### src/rtl/mem_port_arbiter.sv
// rtl/mem_port_arbiter.sv - fetch/data port arbiter onto one shared memory port, one transaction in flight
// Optional grant/contention counters: define ARB_PERF_CNT_EN.
module mem_port_arbiter #(
  parameter int DATA_WIDTH   = 32,
  parameter int STARVE_LIMIT = 4
) (
  input  logic                  clk,
  input  logic                  reset,
  input  logic                  if_req,
  input  logic [DATA_WIDTH-1:0] if_addr,
  output logic                  if_gnt,
  output logic                  if_rvalid,
  output logic [DATA_WIDTH-1:0] if_rdata,
  input  logic                  d_req,
  input  logic                  d_we,
  input  logic [DATA_WIDTH-1:0] d_addr,
  input  logic [DATA_WIDTH-1:0] d_wdata,
  output logic                  d_gnt,
  output logic                  d_rvalid,
  output logic [DATA_WIDTH-1:0] d_rdata,
  output logic                  mem_req,
  output logic                  mem_we,
  output logic [DATA_WIDTH-1:0] mem_addr,
  output logic [DATA_WIDTH-1:0] mem_wdata,
  input  logic                  mem_rvalid,
  input  logic [DATA_WIDTH-1:0] mem_rdata
`ifdef ARB_PERF_CNT_EN
  ,
  output logic [31:0]           if_grant_cnt,
  output logic [31:0]           d_grant_cnt,
  output logic [31:0]           contention_cnt
`endif
);

  localparam int SW = (STARVE_LIMIT < 1) ? 1 : $clog2(STARVE_LIMIT + 1);
  localparam logic [SW-1:0] STARVE_MAX = SW'(STARVE_LIMIT);

  typedef enum logic {IDLE, WAIT} state_t;

  state_t          state;
  state_t          state_next;
  logic            owner_d;
  logic [SW-1:0]   starve_cnt;
  logic            grant_if;
  logic            grant_d;
  logic            contend;

  // Every output is forced low while reset is held, including the combinational grant path.
  always_comb begin
    state_next = state;
    grant_if   = 1'b0;
    grant_d    = 1'b0;
    contend    = 1'b0;
    if_rvalid  = 1'b0;
    if_rdata   = '0;
    d_rvalid   = 1'b0;
    d_rdata    = '0;
    if (!reset) begin
      case (state)
        IDLE: begin
          contend = if_req && d_req;
          if (d_req && !(contend && starve_cnt == STARVE_MAX)) begin
            grant_d = 1'b1;
          end else if (if_req) begin
            grant_if = 1'b1;
          end
          if (grant_d || grant_if) begin
            state_next = WAIT;
          end
        end
        WAIT: begin
          if (mem_rvalid) begin
            state_next = IDLE;
            if (owner_d) begin
              d_rvalid = 1'b1;
              d_rdata  = mem_rdata;
            end else begin
              if_rvalid = 1'b1;
              if_rdata  = mem_rdata;
            end
          end
        end
        default: state_next = IDLE;
      endcase
    end
    if_gnt    = grant_if;
    d_gnt     = grant_d;
    mem_req   = grant_if | grant_d;
    mem_we    = grant_d & d_we;
    mem_addr  = grant_d ? d_addr : (grant_if ? if_addr : '0);
    mem_wdata = grant_d ? d_wdata : '0;
  end

  always_ff @(posedge clk or posedge reset) begin
    if (reset) begin
      state      <= IDLE;
      owner_d    <= 1'b0;
      starve_cnt <= '0;
    end else begin
      state <= state_next;
      if (grant_d || grant_if) begin
        owner_d <= grant_d;
      end
      if (grant_if) begin
        starve_cnt <= '0;
      end else if (grant_d && contend && starve_cnt != STARVE_MAX) begin
        starve_cnt <= starve_cnt + 1'b1;
      end
    end
  end

`ifdef ARB_PERF_CNT_EN
  always_ff @(posedge clk or posedge reset) begin
    if (reset) begin
      if_grant_cnt   <= '0;
      d_grant_cnt    <= '0;
      contention_cnt <= '0;
    end else begin
      if (grant_if) if_grant_cnt <= if_grant_cnt + 32'd1;
      if (grant_d) d_grant_cnt <= d_grant_cnt + 32'd1;
      if (contend) contention_cnt <= contention_cnt + 32'd1;
    end
  end
`endif

endmodule

### config.mk
export PLATFORM = sky130hd
export DESIGN_NAME = mem_port_arbiter
export DESIGN_NICKNAME = d
export VERILOG_FILES = /design/src/rtl/mem_port_arbiter.sv
export SDC_FILE = /design/constraint.sdc
export NUM_CORES = 1
export LEC_CHECK = 0
export ABC_AREA = 1
export CORE_AREA = 2 2 104 106
export CTS_CLUSTER_DIAMETER = 120
export DETAILED_ROUTE_END_ITERATION = 10
export DIE_AREA = 0 0 106 108
export PLACE_DENSITY = 0.7
export SLEW_MARGIN = 20
export SYNTH_ARGS = -nofsm -noshare
export SYNTH_HDL_FRONTEND = slang
export SYNTH_SLANG_ARGS = --single-unit
### constraint.sdc
create_clock -name clk -period 2.3 [get_ports clk]
set_input_delay 0.23 -clock clk [delete_from_list [all_inputs] [get_ports clk]]
set_output_delay 0.23 -clock clk [all_outputs]
set_load 0.03 [all_outputs]
* Yosys cells after proc, flatten, opt, wreduce, memory -nomap -nowiden
Cells that the tools add are included.
Storage, ports and cells: flip-flop bits (word level) 5, latch bits 0, bits in writable memories 0, ROM bits 0, bits of input ports 134, output and inout port bits 134, word-level logic and storage cells 55, memories kept 0
Cells by class: $add $sub $neg 1, multiply operators 0, divide/modulo/power cells 0, $lt $le $gt $ge 0, equality and inequality tests 2, shift operators 0, muxes and demuxes 37, bitwise gates (word level) 3, reduce and logical (&&, ||, !) cells 9
Operator list (number):
- $mux 32 | 11
- $mux 1 | 23
- $mux 3 | 2
- $logic_and 1x1->1 | 5
- $add 3x1->3 const B | 1
- $eq 3x3->1 const B | 1
- $ne 3x3->1 const B | 1
- $logic_or 1x1->1 | 2
- $pmux 1 s2 | 1
- $reduce_bool 2->1 | 1
- $and 1x1->1 | 1
- $logic_not 1->1 | 1
- $not 1->1 | 1
- $or 1x1->1 | 1

* Longest topological paths before layout
word-level depth 13, depth in mapped cells 7

* Worst setup path before layout
No wires, ideal clock.
path kind input to output, start input port reset, end output port if_rdata[10], data arrival time 1684 ps, path slack 386 ps, stages 6, buffers on the path 1, path through inv_1 nand3_1 nor2_1 inv_2 buf_6 nor2_1
On the way: word-level cells in the longest chain between the ends 1
RTL lines:
- from (decl) | line 8 | input logic reset,
- $mux 32 | line 58 | if (!reset) begin
- to (decl) | line 13 | output logic [DATA_WIDTH-1:0] if_rdata,
No other way between the ends.

* Worst setup path after layout
start register starve_cnt[0], end output port mem_wdata[4]
On the way: word-level cells in the longest chain between the ends 10
RTL lines:
- from (decl) | line 43 | logic [SW-1:0] starve_cnt;
- from (signal assigned) | line 107 | starve_cnt <= starve_cnt + 1'b1;
- $eq 3x3->1 | line 62 | if (d_req && !(contend && starve_cnt == STARVE_MAX)) begin
- $logic_and 1x1->1 | line 62
- $logic_not 1->1 | line 62
- $logic_and 1x1->1 | line 62
- $mux 1 | line 62
- $mux 1 | line 59 | case (state)
- $mux 1 | line 58
- $mux 1 | line 59
- $mux 1 | line 58
- $mux 32 | line 91 | mem_wdata = grant_d ? d_wdata : '0;
- to (decl) | line 24 | output logic [DATA_WIDTH-1:0] mem_wdata,
No other way between the ends. The select of a mux whose other input is x is not followed.

==> impl_metrics.toml <==
[global_routing]
grt_max_degree = 34
grt_use_met2 = 0.302
gr-usage-all-layers = 0.162
busiest_layer = "met2"
grt_pass1_wl_mm = 15.2
grt_pass1_vias = 2988
met1_usage = 0.183
antenna_found_initial = 0
grt-ovfl-total = 0
grt_util_met3 = 0.0446

[worst_setup_path]
crit_required_ns = 2.07
crit_path_max_incr_delay_ns = 0.37
crit_chain = "inv_1 -> ha_1 -> nand3_1 -> buf_4 -> nand3_2 -> buf_4 -> nor2_1 -> buf_12"
cp_max_fo = 26
startpoint_type = "flop"
path_buf_inv = 4
path_class = "flop to output port"
worst_path_max_delay_cell = "dfrtp_1"
worstSetupEndpointType = "output port"
cp_common_cell = "buf_4"
crit_family = "buffers and inverters"
arrival_ns = 1.90

[floorplan]
num_rows = 37
core-area_mm2 = 0.0102
die_y_um = 108
start_util = 0.151
io_pins = 268
die_w_um = 106
die_area_mm2 = 0.0114

[clock_network]
ctsHtreeMaxLevel = 1
postCtsSetupRepairBufs = 0
cts_root_buf = "clkbuf_8"
cts_buffers = 3
cts_sinks = 5
hold_buffers = 0
clock_latency_ns = 0.22
path_clk_slew_ns = 0.04
cts_tree = "built"
clockBufferDepth = 2

[synthesis]
yosysUniqueCellTypes = 17
syn_inst = 328
synth-seq-cells = 5
yosysSeqAreaShare = 0.0808
synth_area_mm2 = 0.00155
ys.warnings.count = 0
synth_largest_type_area_fraction = 0.245
synth.avg_cell_area_um2 = 4.72
syn_nets = 464
synth_top_cell_by_area = "nor2_1"
synthTopCellsByArea = "nor2_1 24%, inv_1 18%, nand4_1 13%"

[timing]
hold_viol_final = 0
slew_violations = 0
fin_worst_skew_ns = 0.00222
fin_crit_ns = 2.13
hold_slack_ns = 0.405
finalSetupViolations = 0
tightestPinTransition_ns = 0.540
setup_tns_ns = 0
max_freq_ghz = 0.470
rsz0062_at_grt = "no"
timing.final.crit_share = 0.924
max_slew_margin = 0.640

[route]
drc = 0
drt-initial-drc-count = 213
dr.pass1.iters = 4
avgViaCountPerCell = 4.21
drt-total-wl_mm = 10.0
wl_per_cell_um = 13.8
dr_total_vias = 3055
ant_nets = 0

[place]
place_hpwl_mm = 8.47
io_buffers = 267
place.gp.congestion = 0.851

[power]
swShare = 0.483
clock_power_share = 0.111
sequentialPowerShare = 0.102
internal_power_w = 0.000753
ir_drop_v = 0.000177
leakagePower_nw = 2.67
p_per_area_mw_per_mm2 = 334
total_power_w = 0.00146
switchingPower_w = 0.000703
comb_power_share = 0.787

[final_layout]
layout_common_cells = "134 x clkdlybuf4s50_1, 104 x buf_4, 101 x nor2_1"
fin_nets = 726
final-seq-area_um2 = 125
syn2layout_area_growth_pct = 182
multi_input_area_mm2 = 0.00100
diodes = 0
fillers = 1077
final_common_cell = "clkdlybuf4s50_1"
final_layout_size_suffix_gt1_frac = 0.217

[outcome]
status = "finished, final reports clean"

[flow_run]
timing.max_cap.violations = 0

[min_path]
worstHoldPathType = "primary input to async pin"
## flip-flops by register name, summed over array words and instances (netlist names)
register and cells:
state 1, starve_cnt 3, owner_d 1
## metal layers
layer  vias up  part of all wire
met5         -                 0
met4         0             0.018
met3        14             0.089
met2       166              0.51
met1      1362              0.38
li1       1513                 -
## synth_stat cells
master,count
dfrtp_1,5
nand3_1,37
buf_4,3
buf_1,3
o21ai_0,1
nor2_1,101
inv_2,2
clkbuf_1,6
nand4_1,33
ha_1,2
buf_6,3
buf_2,10
inv_1,73
nand2_1,46
nand2_2,1
nor2_4,1
nand3_2,1
## layout make-up
type / count / share of cell area
timing repair buffer: 282 / 0.628
multi-input combinational: 223 / 0.229
inverter: 75 / 0.0645
tap: 136 / 0.0390
sequential: 5 / 0.0287
clock buffer: 4 / 0.0103
## power by group through the flow
stage          combinational [W]  sequential (W)  clock [W]
4_1_cts                  0.00116        0.000149   0.000167
5_1_grt                  0.00123        0.000154   0.000175
3_3_place_gp             0.00115        0.000147          0
2_1_floorplan           0.000578        0.000141          0
6_report                 0.00115        0.000149   0.000162
3_5_place_dp             0.00116        0.000150          0
## path summary, 6_finish.rpt
kind,from,endpoint,slack (ns),cells past startpoint
setup / recovery,starve_cnt[0]$_DFFE_PP0P_,mem_wdata[4],0.17,8
hold / removal,reset,owner_d$_DFFE_PP0P_,0.41,3
hold reg to reg,owner_d$_DFFE_PP0P_,owner_d$_DFFE_PP0P_,0.50,2
setup reg to reg,starve_cnt[0]$_DFFE_PP0P_,owner_d$_DFFE_PP0P_,0.91,7
max in group asynchronous,reset,starve_cnt[0]$_DFFE_PP0P_,1.78,3
min in group clk,owner_d$_DFFE_PP0P_,owner_d$_DFFE_PP0P_,0.50,2
## what timing repair did
action / in CTS / in global routing
endpoints found under the hold margin: 0 / 0
endpoints found under the setup margin: 13 / 15
gates resized for setup: 13 / 15
pin swaps: 0 / 0
gates cloned: 0 / 0
## worst register-to-register path, stage by stage, from the launching register on
cell	delay (ns)
dfrtp_1	0.40
inv_1	0.10
ha_1	0.17
nand3_1	0.10
buf_4	0.21
nand3_2	0.08
buf_4	0.16
nand2_1	0.06
## stage by stage
stage | utilization | setup slack (ns) | cell area, µm² | instances
finish | 0.427 | 0.174 | 4370 | 725
floorplan | - | 0.386 | 1550 | 328
global route | 0.427 | 0.00445 | 4370 | 725
global placement | 0.420 | 0.0950 | 4300 | 721
CTS | 0.423 | 0.000164 | 4330 | 725
detailed placement | 0.420 | 0.0562 | 4300 | 721
## cells by family (layout without fill, tap and decap cells)
family          Yosys count  after routing  share of synthesized area
flops                     5              5                     0.0808
simple gates            220            220                      0.627
compound gates            1              1                    0.00323
fa+ha+maj                 2              2                     0.0162
buf+inv                 100            361                      0.272
Note: power is estimated with default switching activity, not from simulation.
